### config.mk
export PLATFORM = sky130hd
export DESIGN_NAME = pc_unit
export DESIGN_NICKNAME = d
export VERILOG_FILES = /design/src/rtl/pc_unit.sv
export SDC_FILE = /design/constraint.sdc
export NUM_CORES = 1
export LEC_CHECK = 0
export CAP_MARGIN = 20
export CORE_MARGIN = 3
export CORE_UTILIZATION = 45
export CTS_BUF_LIST = sky130_fd_sc_hd__clkbuf_2 sky130_fd_sc_hd__clkbuf_4 sky130_fd_sc_hd__clkbuf_8
export CTS_CLUSTER_DIAMETER = 40
export DETAILED_ROUTE_END_ITERATION = 6
export PLACE_DENSITY = 0.84
export SLEW_MARGIN = 20
export SYNTH_ARGS = -nofsm -noshare
export SYNTH_HDL_FRONTEND = slang
export SYNTH_SLANG_ARGS = --single-unit
### constraint.sdc
create_clock -name clk -period 4.05 [get_ports clk]
set_input_delay 0.81 -clock clk [delete_from_list [all_inputs] [get_ports clk]]
set_output_delay 0.81 -clock clk [all_outputs]
set_load 0.02 [all_outputs]
### src/rtl/pc_unit.sv
// Program-counter unit for the MIPS front end: boot cycle, stall, prioritised
// redirects and a one-entry buffer that keeps redirects raised during a stall.
module pc_unit #(
    parameter int          WIDTH        = 32,
    parameter logic [31:0] RESET_VECTOR = 32'h00000000,
    parameter logic [31:0] EXC_VECTOR   = 32'h80000180,
    parameter int          STEP         = 4
) (
    input  logic             clk,
    input  logic             rst,
    input  logic             stall,
    input  logic             branch_taken,
    input  logic [WIDTH-1:0] branch_target,
    input  logic             jump,
    input  logic [WIDTH-1:0] jump_target,
    input  logic             jr,
    input  logic [WIDTH-1:0] jr_target,
    input  logic             exception,
    output logic [WIDTH-1:0] currPC,
    output logic [WIDTH-1:0] pc_plus_step,
    output logic             fetch_valid,
    output logic [WIDTH-1:0] epc,
    output logic             redirect_pending
);

    typedef enum logic {BOOT, RUN} state_t;

    localparam logic [WIDTH-1:0] STEP_W     = WIDTH'(STEP);
    localparam logic [WIDTH-1:0] ALIGN_MASK = ~(WIDTH'(3));
    localparam logic [WIDTH-1:0] RESET_W    = RESET_VECTOR[WIDTH-1:0];
    localparam logic [WIDTH-1:0] EXC_W      = EXC_VECTOR[WIDTH-1:0];

    state_t           state_reg, state_next;
    logic [WIDTH-1:0] pc_reg, pc_next;
    logic [WIDTH-1:0] epc_reg, epc_next;
    logic [WIDTH-1:0] pend_target_reg, pend_target_next;
    logic             pend_reg, pend_next;
    logic             fetch_valid_reg, fetch_valid_next;
    logic             live_req;
    logic [WIDTH-1:0] live_target;

    always_ff @(posedge clk or posedge rst) begin
        if (rst) begin
            state_reg       <= BOOT;
            pc_reg          <= RESET_W;
            epc_reg         <= '0;
            pend_target_reg <= '0;
            pend_reg        <= 1'b0;
            fetch_valid_reg <= 1'b0;
        end else begin
            state_reg       <= state_next;
            pc_reg          <= pc_next;
            epc_reg         <= epc_next;
            pend_target_reg <= pend_target_next;
            pend_reg        <= pend_next;
            fetch_valid_reg <= fetch_valid_next;
        end
    end

    // Highest-priority live request; all loaded targets are word aligned.
    always_comb begin
        live_req = jr | jump | branch_taken;
        if (jr)
            live_target = jr_target & ALIGN_MASK;
        else if (jump)
            live_target = jump_target & ALIGN_MASK;
        else
            live_target = branch_target & ALIGN_MASK;
    end

    always_comb begin
        state_next       = state_reg;
        pc_next          = pc_reg;
        epc_next         = epc_reg;
        pend_target_next = pend_target_reg;
        pend_next        = pend_reg;
        fetch_valid_next = fetch_valid_reg;

        case (state_reg)
            BOOT: begin
                // Only exceptions are honoured while booting; redirects are dropped.
                state_next       = RUN;
                fetch_valid_next = 1'b1;
                if (exception) begin
                    pc_next   = EXC_W;
                    epc_next  = pc_reg;
                    pend_next = 1'b0;
                end
            end
            RUN: begin
                if (exception) begin
                    pc_next   = EXC_W;
                    epc_next  = pc_reg;
                    pend_next = 1'b0;
                end else if (stall) begin
                    if (live_req) begin
                        pend_target_next = live_target;
                        pend_next        = 1'b1;
                    end
                end else if (live_req) begin
                    pc_next   = live_target;
                    pend_next = 1'b0;
                end else if (pend_reg) begin
                    pc_next   = pend_target_reg;
                    pend_next = 1'b0;
                end else begin
                    pc_next = pc_reg + STEP_W;
                end
            end
            default: begin
                state_next = BOOT;
            end
        endcase
    end

    assign currPC           = pc_reg;
    assign pc_plus_step     = pc_reg + STEP_W;
    assign fetch_valid      = fetch_valid_reg;
    assign epc              = epc_reg;
    assign redirect_pending = pend_reg;

endmodule
==> flow_metrics.env, run 1 <==
export IMPL_crit_fanout=20
export IMPL_hp_class="reg2reg"
export IMPL_htree_levels=3
export IMPL_cp_slowest_cell="or4_4"
export IMPL_grt_busiest_layer="met2"
export IMPL_crit_family="simple AND/OR/NAND/NOR gates"
export IMPL_postPlaceCellArea_sq_um=7500
export IMPL_cp_common_cell="or4_4"
export IMPL_cts_buffer_depth=2
export IMPL_cp_end_kind="output pin"
export IMPL_finalSetupViolCount=0
export IMPL_holdBufCountCts=0
export IMPL_grt_util_met2_pct=41.9
export IMPL_tightestPinTransition_ns=0.969
export IMPL_power_leakage_nw=3.26
export IMPL_synth_edf_count=0
export IMPL_critPathBufInv=1
export IMPL_antenna_found_initial=0
export IMPL_grtUsageTotal_pct=25.6
export IMPL_slew_headroom_pct=34.6
export IMPL_drtIter0Drc=399
export IMPL_clock_sinks=93
export IMPL_rsz0062_at_grt="false"
export IMPL_cts_setup_buffers=0
export IMPL_io_pins=201
export IMPL_drt_total_wl_um=17500
export IMPL_startpoint_type="register"
export IMPL_finalHoldWorstSlack_ns=0.482
export IMPL_maxCapViolations=0
export IMPL_period_needed_ns=3.94
export IMPL_clkLatencyLatePin_ns=0.38
export IMPL_layout_drive_gt1_share_pct=12.1
export IMPL_fin_area_sq_um=7720
export IMPL_core_rowCount=39
export IMPL_synth_ff_type="dfrtp_1"
export IMPL_skew_ns=0.0126
export IMPL_preCtsSetupSlack_ns=0.406
export IMPL_hold_violations=0
export IMPL_via_per_inst=5.93
export IMPL_firstDrtPassIters=5
export IMPL_seq_area_frac_synth_pct=42.3
export IMPL_clk_pin_slew_ns=0.10
export IMPL_p_per_area_nw_per_um2=306
export IMPL_crit_cells=5
export IMPL_post_drt_wl_per_cell_um=19.4
export IMPL_max_stage_delay_ns=0.69
export IMPL_cp_required_ns=3.24
export IMPL_finish_utilization_pct=65.9
export IMPL_ys_types=58
export IMPL_filler_cell_count=959
export IMPL_overflow=0
export IMPL_rr_worst_depth=6
export IMPL_postSynthAreaPerCell_sq_um=9.51
export IMPL_synth_seq_cells=93
export IMPL_global_route_usage_met3_pct=3.73
export IMPL_grtUsageMet1_pct=34.8
export IMPL_cts_tree="built"
export IMPL_worstPathArrival_ns=3.13
export IMPL_whs_path_depth=2
export IMPL_coreArea_sq_um=11700
export IMPL_crit_type="reg2out"
export IMPL_start_util_pct=47.0
export IMPL_maxSlewViolCount=0
export IMPL_die_area_sq_um=13600
export IMPL_grt_max_degree=62
export IMPL_fmaxAchievable_mhz=254
export IMPL_peakVddDrop_mv=0.163
export IMPL_die_x_um=117
export IMPL_die_y_um=117
export IMPL_synth_async_sr_flop_share_pct=100
export IMPL_placement_io_buffers=188
export IMPL_grt_pass1_wl_um=27200
export IMPL_dr_total_vias=5339
export IMPL_mappedNetlistArea_sq_um=5510
export IMPL_yosysWarnings=0
export IMPL_drc=0
export IMPL_antennaDiodeCount=0
export IMPL_synthCells=579
export IMPL_outcome="completed"
export IMPL_setup_tns_final_ns=0
export IMPL_setup_ws_ns=0.114
export IMPL_nets=858
export IMPL_place_congestion=0.924
export IMPL_hpwl_um=13300
export IMPL_ctsResizeCount=0
export IMPL_cts_buffers=9
export IMPL_fin_crit_sh_pct=97.2
export IMPL_grt_pass1_vias=5229
export IMPL_crit_chain="nand4_4 > or4_4 > or4_4 > xnor2_1 > clkdlybuf4s50_1"
export IMPL_postRouteAntennaNets=0
export IMPL_syn_to_final_growth_pct=40.1
export IMPL_cts_root_buf="clkbuf_8"
[placed cells by master (no fill, tap or decap), types with 13 or more instances in the layout]
| cell | n |
|---|---|
| mux2_2 | 42 |
| nand3_1 | 13 |
| a21oi_1 | 24 |
| nand2_1 | 59 |
| nor2_1 | 36 |
| clkdlybuf4s50_1 | 185 |
| o21ai_0 | 41 |
| xnor2_1 | 17 |
| dfrtp_1 | 88 |
| nor3_1 | 14 |
| mux2i_1 | 29 |
| buf_4 | 17 |
[logic make-up (layout without fill, tap and decap cells)]
family / Yosys count / count (layout) / synth area share (%)
AND/OR/NAND/NOR: 180 / 180 / 16.7
AO/OA/AOI/OAI: 144 / 144 / 17.6
flip-flops: 93 / 93 / 42.3
multiplexers: 71 / 71 / 13.9
buffers and inverters: 59 / 233 / 4.61
XOR/XNOR: 28 / 28 / 4.45
adder cells (fa/ha/maj): 2 / 2 / 0.454
other: 2 / 7 / 0.136
[synth_stat cells (6+ instances only)]
library cell | n | area share (%)
dfrtp_1 | 93 | 42
nand2_1 | 59 | 4.0
mux2_2 | 42 | 8.6
o21ai_0 | 41 | 3.7
nor2_1 | 36 | 2.5
clkbuf_1 | 35 | 2.4
mux2i_1 | 29 | 5.3
a21oi_1 | 24 | 2.2
xnor2_1 | 17 | 2.7
nor3_1 | 14 | 1.3
nand3_1 | 13 | 1.2
xor2_1 | 11 | 1.7
inv_1 | 10 | 0.68
nand4_1 | 10 | 1.1
o31ai_1 | 10 | 1.4
a211oi_1 | 9 | 1.2
nor2b_1 | 9 | 1.0
a22o_1 | 8 | 1.3
o22ai_1 | 8 | 0.91
nor4_1 | 7 | 0.80
o221ai_1 | 7 | 1.1
a2111oi_0 | 6 | 0.95
a21o_1 | 6 | 0.82
buf_4 | 6 | 0.82
[layout make-up]
type | instances | area (sq um) | share of cell area (%)
flip-flops and latches | 93 | 2330 | 30.2
inverters | 12 | 47.5 | 0.616
clock buffers | 10 | 138 | 1.78
clock inverters | 6 | 67.6 | 0.875
multi-input cells | 432 | 2950 | 38.2
repair buffers | 205 | 2000 | 25.9
well taps | 143 | 179 | 2.32
[final timing paths]
path / from / endpoint / slack [ns]
max: currPC[6] / pc_plus_step[23] / 0.11
min: pend_target_reg[4] / pend_target_reg[4] / 0.48
max reg2reg: redirect_pending / currPC[23] / 1.54
min reg2reg: pend_target_reg[4] / pend_target_reg[4] / 0.48
max in group asynchronous: rst / currPC[10] / 2.36
min in group asynchronous: rst / epc[16] / 0.90
[tightest hold or removal path: stages (launching register included)]
cell and delay, ns:
dfrtp_1 0.35, nand2_1 0.05, o21ai_0 0.06
[through the flow]
| stage | power (mW) | instances |
|---|---|---|
| 2_1_floorplan | 1.42 | 584 |
| 3_3_place_gp | 1.69 | 885 |
| 3_5_place_dp | 1.71 | 885 |
| 4_1_cts | 2.36 | 901 |
| 5_1_grt | 2.47 | 901 |
| 6_report | 2.36 | 901 |
[routing by layer]
layer / vias to the layer above / routed length, um
li1: 2460 / -
met1: 2586 / 7430
met2: 257 / 8440
met3: 36 / 1230
met4: 0 / 422
met5: - / 0
[power breakdown]
group,switching (mW),internal (mW),total [mW]
clock network,0.361,0.306,0.667
logic,0.288,0.299,0.587
registers,0.0819,1.03,1.11
total,0.731,1.63,2.36
(Power assumes the default switching activity.)
==> run 2: changes to the inputs <==
--- a/config.mk
+++ b/config.mk
@@ -13,4 +13,5 @@
 export DETAILED_ROUTE_END_ITERATION = 6
 export PLACE_DENSITY = 0.84
+export SKIP_CTS_REPAIR_TIMING = 1
 export SLEW_MARGIN = 20
 export SYNTH_ARGS = -nofsm -noshare
==> constraint.sdc (replaced) <==
create_clock -name clk -period 4.05 [get_ports clk]
set_input_delay 0.6075 -clock clk [delete_from_list [all_inputs] [get_ports clk]]
set_output_delay 0.6075 -clock clk [all_outputs]
set_load 0.02 [all_outputs]
==> run 2 against run 1 <==
Compared with the run above: combinational power barely moved; clock power fell by 3.7%; worst hold slack barely moved; non-clock buffer count fell by 2; routed wire length fell by 0.37%; highest routed layer unchanged.
==> flow_metrics.env, run 2 (synthesis results as in run 1) <==
export IMPL_peakVddDrop_mv=0.153
export IMPL_switchingPower_mw=0.723
export IMPL_fin_area_sq_um=7680
export IMPL_drt_total_wl_um=17500
export IMPL_cts_buffers=9
export IMPL_clk_pin_slew_ns=0.10
export IMPL_filler_cell_count=932
export IMPL_final_common_cell="clkdlybuf4s50_1"
export IMPL_cts_tree="built"
export IMPL_io_pins=201
export IMPL_switching_share_pct=31.0
export IMPL_cts_buffer_depth=2
export IMPL_critPathBufInv=1
export IMPL_syn_to_final_growth_pct=39.5
export IMPL_crit_type="reg2out"
export IMPL_maxSlewViolCount=0
export IMPL_grt_pass1_wl_um=27200
export IMPL_dr_total_vias=5329
export IMPL_cp_end_kind="output pin"
export IMPL_p_per_area_nw_per_um2=304
export IMPL_cp_slowest_cell="or4_4"
export IMPL_hpwl_um=13200
export IMPL_global_route_usage_met3_pct=3.63
export IMPL_outcome="completed"
export IMPL_multi_input_area_sq_um=2950
export IMPL_placement_io_buffers=188
export IMPL_grt_busiest_layer="met2"
export IMPL_crit_fanout=20
export IMPL_period_needed_ns=3.84
export IMPL_power_frac_comb_pct=25.1
export IMPL_max_stage_delay_ns=0.69
export IMPL_clkLatencyLatePin_ns=0.37
export IMPL_antenna_found_initial=0
export IMPL_rsz0062_at_grt="false"
export IMPL_htree_levels=3
export IMPL_die_y_um=117
export IMPL_overflow=0
export IMPL_crit_family="simple AND/OR/NAND/NOR gates"
export IMPL_grt_max_degree=59
export IMPL_nets=856
export IMPL_ff_latch_area_sq_um=2330
export IMPL_pwr_share_clk_pct=27.5
export IMPL_core_rowCount=39
export IMPL_die_area_sq_um=13600
export IMPL_postPlaceCellArea_sq_um=7480
export IMPL_cts_root_buf="clkbuf_8"
export IMPL_cp_required_ns=3.44
export IMPL_hold_violations=0
export IMPL_setup_tns_final_ns=0
export IMPL_crit_chain="nand4_4 > or4_4 > or4_4 > xnor2_1 > clkdlybuf4s50_1"
export IMPL_cp_common_cell="or4_4"
export IMPL_die_x_um=117
export IMPL_start_util_pct=47.0
export IMPL_finalSetupViolCount=0
export IMPL_drtIter0Drc=469
export IMPL_layout_drive_gt1_share_pct=11.1
export IMPL_worstPathArrival_ns=3.23
export IMPL_p_int_mw=1.61
export IMPL_grtUsageMet1_pct=35.7
export IMPL_startpoint_type="register"
export IMPL_slew_headroom_pct=29.1
export IMPL_clock_sinks=93
export IMPL_maxCapViolations=0
export IMPL_place_congestion=0.936
export IMPL_layout_common_cells="clkdlybuf4s50_1 (186), dfrtp_1 (93), nand2_1 (59)"
export IMPL_power_leakage_nw=3.23
export IMPL_post_drt_wl_per_cell_um=19.4
export IMPL_antennaDiodeCount=0
export IMPL_grt_util_met2_pct=42.4
export IMPL_firstDrtPassIters=5
export IMPL_fmaxAchievable_mhz=260
export IMPL_skew_ns=0.0119
export IMPL_via_per_inst=5.93
export IMPL_fin_crit_sh_pct=94.9
export IMPL_coreArea_sq_um=11700
export IMPL_p_seq_share_pct=47.4
export IMPL_grtUsageTotal_pct=25.4
export IMPL_hp_class="reg2reg"
export IMPL_postRouteAntennaNets=0
export IMPL_tightestPinTransition_ns=1.05
export IMPL_finalHoldWorstSlack_ns=0.482
export IMPL_place_inst=883
export IMPL_finalNonFillerCells=899
export IMPL_drc=0
export IMPL_grt_pass1_vias=5165
run 2: cell types whose count changed in the layout (fill, tap and decap cells not counted):
cell	delta
clkdlybuf4s50_1	+1
clkbuf_8	-1
buf_4	-2
inv_6	-1
clkinv_4	+1
dfrtp_2	-5
dfrtp_1	+5
nor4_2	-1
dlymetal6s2s_1	-1
nor4_1	+1
clkinvlp_4	+1
run 2: power by group through the flow:
stage / registers, mW / logic, mW / clock network (mW)
floorplan: 1.15 / 0.266 / 0
finish: 1.11 / 0.586 / 0.642
CTS: 1.11 / 0.587 / 0.642
detailed placement: 1.12 / 0.585 / 0
global route: 1.12 / 0.633 / 0.689
global placement: 1.12 / 0.571 / 0
run 2: path summary, 6_finish.rpt:
check	cells past startpoint	slack, ns	from	endpoint
min in group asynchronous	2	0.59	rst	pend_target_reg[14]
worst min-delay path	2	0.48	pend_target_reg[7]	pend_target_reg[7]
worst max-delay path	5	0.21	currPC[5]	pc_plus_step[30]
worst min register to register	2	0.48	pend_target_reg[7]	pend_target_reg[7]
worst max register to register	5	1.53	currPC[5]	currPC[30]
max in group asynchronous	3	2.67	rst	currPC[4]
run 2: routing by layer:
layer | routed length [um] | part of all wire, %
met5 | 0 | 0
met4 | 210 | 1.2
met3 | 1310 | 7.5
met2 | 8600 | 49
met1 | 7330 | 42
run 2: cell type report:
cell class | count | area share [%]
multi-input cells | 432 | 38.3
well taps | 143 | 2.33
clock inverters | 7 | 0.977
repair buffers | 203 | 25.8
flip-flops and latches | 93 | 30.3
clock buffers | 9 | 1.61
inverters | 12 | 0.619
run 2: per-stage QoR:
step	setup slack [ns]	power (mW)	util [%]
final	0.208	2.34	65.6
after global routing	0.0955	2.44	65.6
after CTS	0.227	2.33	65.6
after detailed placement	0.635	1.71	63.9
after global placement	0.666	1.69	63.9
after floorplan	1.02	1.42	-
run 2: tightest hold or removal path, cell delays in order (launching register included):
cell	delay, ns
dfrtp_1	0.35
nand2_1	0.04
o21ai_0	0.06
==> run 3: changes to the inputs <==
Settings changed: SLEW_MARGIN 20 to unset.
==> results of run 3 <==
The final DEF is identical to that of run 2; final timing and power are the same.
==> edit, RTL diff (settings of run 1) <==
The parameter `WIDTH` goes from 32 to 16.
--- a/src/rtl/pc_unit.sv
+++ b/src/rtl/pc_unit.sv
@@ -1,7 +1,7 @@
 // Program-counter unit for the MIPS front end: boot cycle, stall, prioritised
 // redirects and a one-entry buffer that keeps redirects raised during a stall.
 module pc_unit #(
-    parameter int          WIDTH        = 32,
+    parameter int          WIDTH        = 16,
     parameter logic [31:0] RESET_VECTOR = 32'h00000000,
     parameter logic [31:0] EXC_VECTOR   = 32'h80000180,
     parameter int          STEP         = 4
Ports: changed (6 resized); port bits go from 201 to 105. The function was not compared with the original's and may differ.
==> edit against run 1 <==
  * Sequential cell count shrank 48
  * Cell area fell by 50%
  * Area after synthesis fell by 49%
  * Setup slack improved by 450 ps
  * Routed wire length shrank 60%
  * Die area fell by 47%
  * Synthesized cell count is 50% lower
  * Largest cell class unchanged
  * Critical endpoint is now pc_plus_step[13]
  * Total power down 50%
==> edit: results (changes against run 1) <==
Run status
  • Status: complete, no violations (unchanged)

Clock network
  • Post-cts sizing count: 0 (unchanged)
  • Clock root buffer: clkbuf_8 (unchanged)
  • Worst-path clk slew: 80 ps (was 100 ps)
  • Post-CTS Setup Inserts: 0 (unchanged)
  • CTS Buf Count: 5 (was 9)
  • Clock H-tree levels: 2 (was 3)
  • Latest clock arrival within the worst-skew pair: 300 ps (was 380 ps)

Setup path
  • CP max FO: 12 (was 20)
  • CP max-delay cell: nor4_1 (was or4_4)

Timing
  • Layout Skew: 2.31 ps (was 12.6 ps)
  • Slew headroom: 0.379 (was 0.346)

Synth
  • Avg Cell Area, Syn: 9.66 µm² (was 9.51 µm²)
  • Asr flop ratio synth: 1.00 (unchanged)
  • Area contributors post-synth: dfrtp_1, mux2_2, mux2i_1 (unchanged)
  • Seq/Total Area, Yosys: 0.402 (was 0.423)
  • Post-synth top cells: dfrtp_1, nand2_1, mux2_2, o21ai_0, nor2_1 (unchanged)
  • Yosys warns: 0 (unchanged)
  • Synth unique cells: 54 (was 58)

Finish
  • Multi-input gate area: 1510 µm² (was 2950 µm²)
  • Ant. Diodes: 0 (unchanged)
  • # fillers: 495 (was 959)
  • Fraction of layout cells with a size suffix above 1: 0.118 (was 0.121)
  • Layout Nets: 429 (was 858)

Place
  • Hpwl dp: 5.49 mm (was 13.3 mm)
  • Number of port buffers: 92 (was 188)
  • Routability cong.: 0.866 (was 0.924)
  • Placed inst area: 3710 µm² (was 7500 µm²)
  • Post-placement cell count: 441 (was 885)

Drt
  • DRT Pass-1 Iters: 5 (unchanged)
  • Vias per inst: 5.67 (was 5.93)
  • Met2 routed WL: 3.29 mm (was 8.44 mm)
  • M1 WL: 3.08 mm (was 7.43 mm)
  • 1st-iter DRT viols: 237 (was 399)
  • Vias: 2547 (was 5339)
  • WL per Instance: 15.7 µm (was 19.4 µm)
  • Met3 wire len: 556 µm (was 1.23 mm)
  • Top Metal Used: met4 (unchanged)

GRT
  • Routing usage on met3: 0.0214 (was 0.0373)
  • Met2 usage: 0.326 (was 0.419)
  • GRT Util Overall: 0.203 (was 0.256)
  • Number of global-route vias before repair: 2442 (was 5229)
  • M1 GR Usage: 0.286 (was 0.348)
  • Largest net degree at the start of global routing: 46 (was 62)
  • First-pass GRT wire length: 11.9 mm (was 27.2 mm)

Power and ir drop
  • Internal power: 836 µW (was 1.63 mW)
  • Worst VDD drop: 144 µV (was 163 µV)
  • Leak Pwr: 1.52 nW (was 3.26 nW)
edit: cell types whose count changed in the layout (fill, tap and decap cells not counted), sizes merged, moves of 10 or more:
cell           change
clkdlybuf4s50     -93
dfrtp             -48
nand2             -35
o21ai             -24
nor2              -22
mux2              -20
buf               -16
mux2i             -16
a21oi             -11
xnor2             -10
xor2              -10
edit: worst paths after layout:
kind,depth (start not counted),to,slack (ps),startpoint
setup / recovery,4,pc_plus_step[13],570,currPC[7]
hold / removal,1,fetch_valid,470,fetch_valid
setup reg to reg,4,currPC[14],2050,currPC[7]
hold reg to reg,1,fetch_valid,470,fetch_valid
max in group asynchronous,2,currPC[2],2440,rst
min in group asynchronous,2,epc[3],1030,rst
edit: logic make-up after synthesis:
kind of cell	count (synthesis)	synth area share
flops	45	0.402
buf+inv	34	0.0639
compound gates	74	0.189
xor+xnor	8	0.0250
mux	35	0.135
simple gates	91	0.178
other cells	2	0.00268
fa+ha+maj	1	0.00447
edit: final cells by class:
cell class | count | area share
multi-input combinational | 216 | 0.395
sequential | 45 | 0.294
timing repair buffer | 95 | 0.246
tap | 75 | 0.0245
clock buffer | 5 | 0.0180
clock inverter | 3 | 0.0121
inverter | 10 | 0.00980
edit: stage by stage:
step	setup WS, ps	hold slack [ps]
after floorplan	1640	441
after global placement	998	451
after detailed placement	901	451
after CTS	576	476
after global routing	366	515
final	568	473
edit: power groups by stage:
| stage | clock (mW) | sequential (mW) | combinational, mW |
|---|---|---|---|
| after floorplan | 0 | 0.556 | 0.153 |
| after global placement | 0 | 0.541 | 0.292 |
| after detailed placement | 0 | 0.546 | 0.300 |
| after CTS | 0.349 | 0.537 | 0.301 |
| after global routing | 0.365 | 0.546 | 0.325 |
| final | 0.341 | 0.537 | 0.299 |
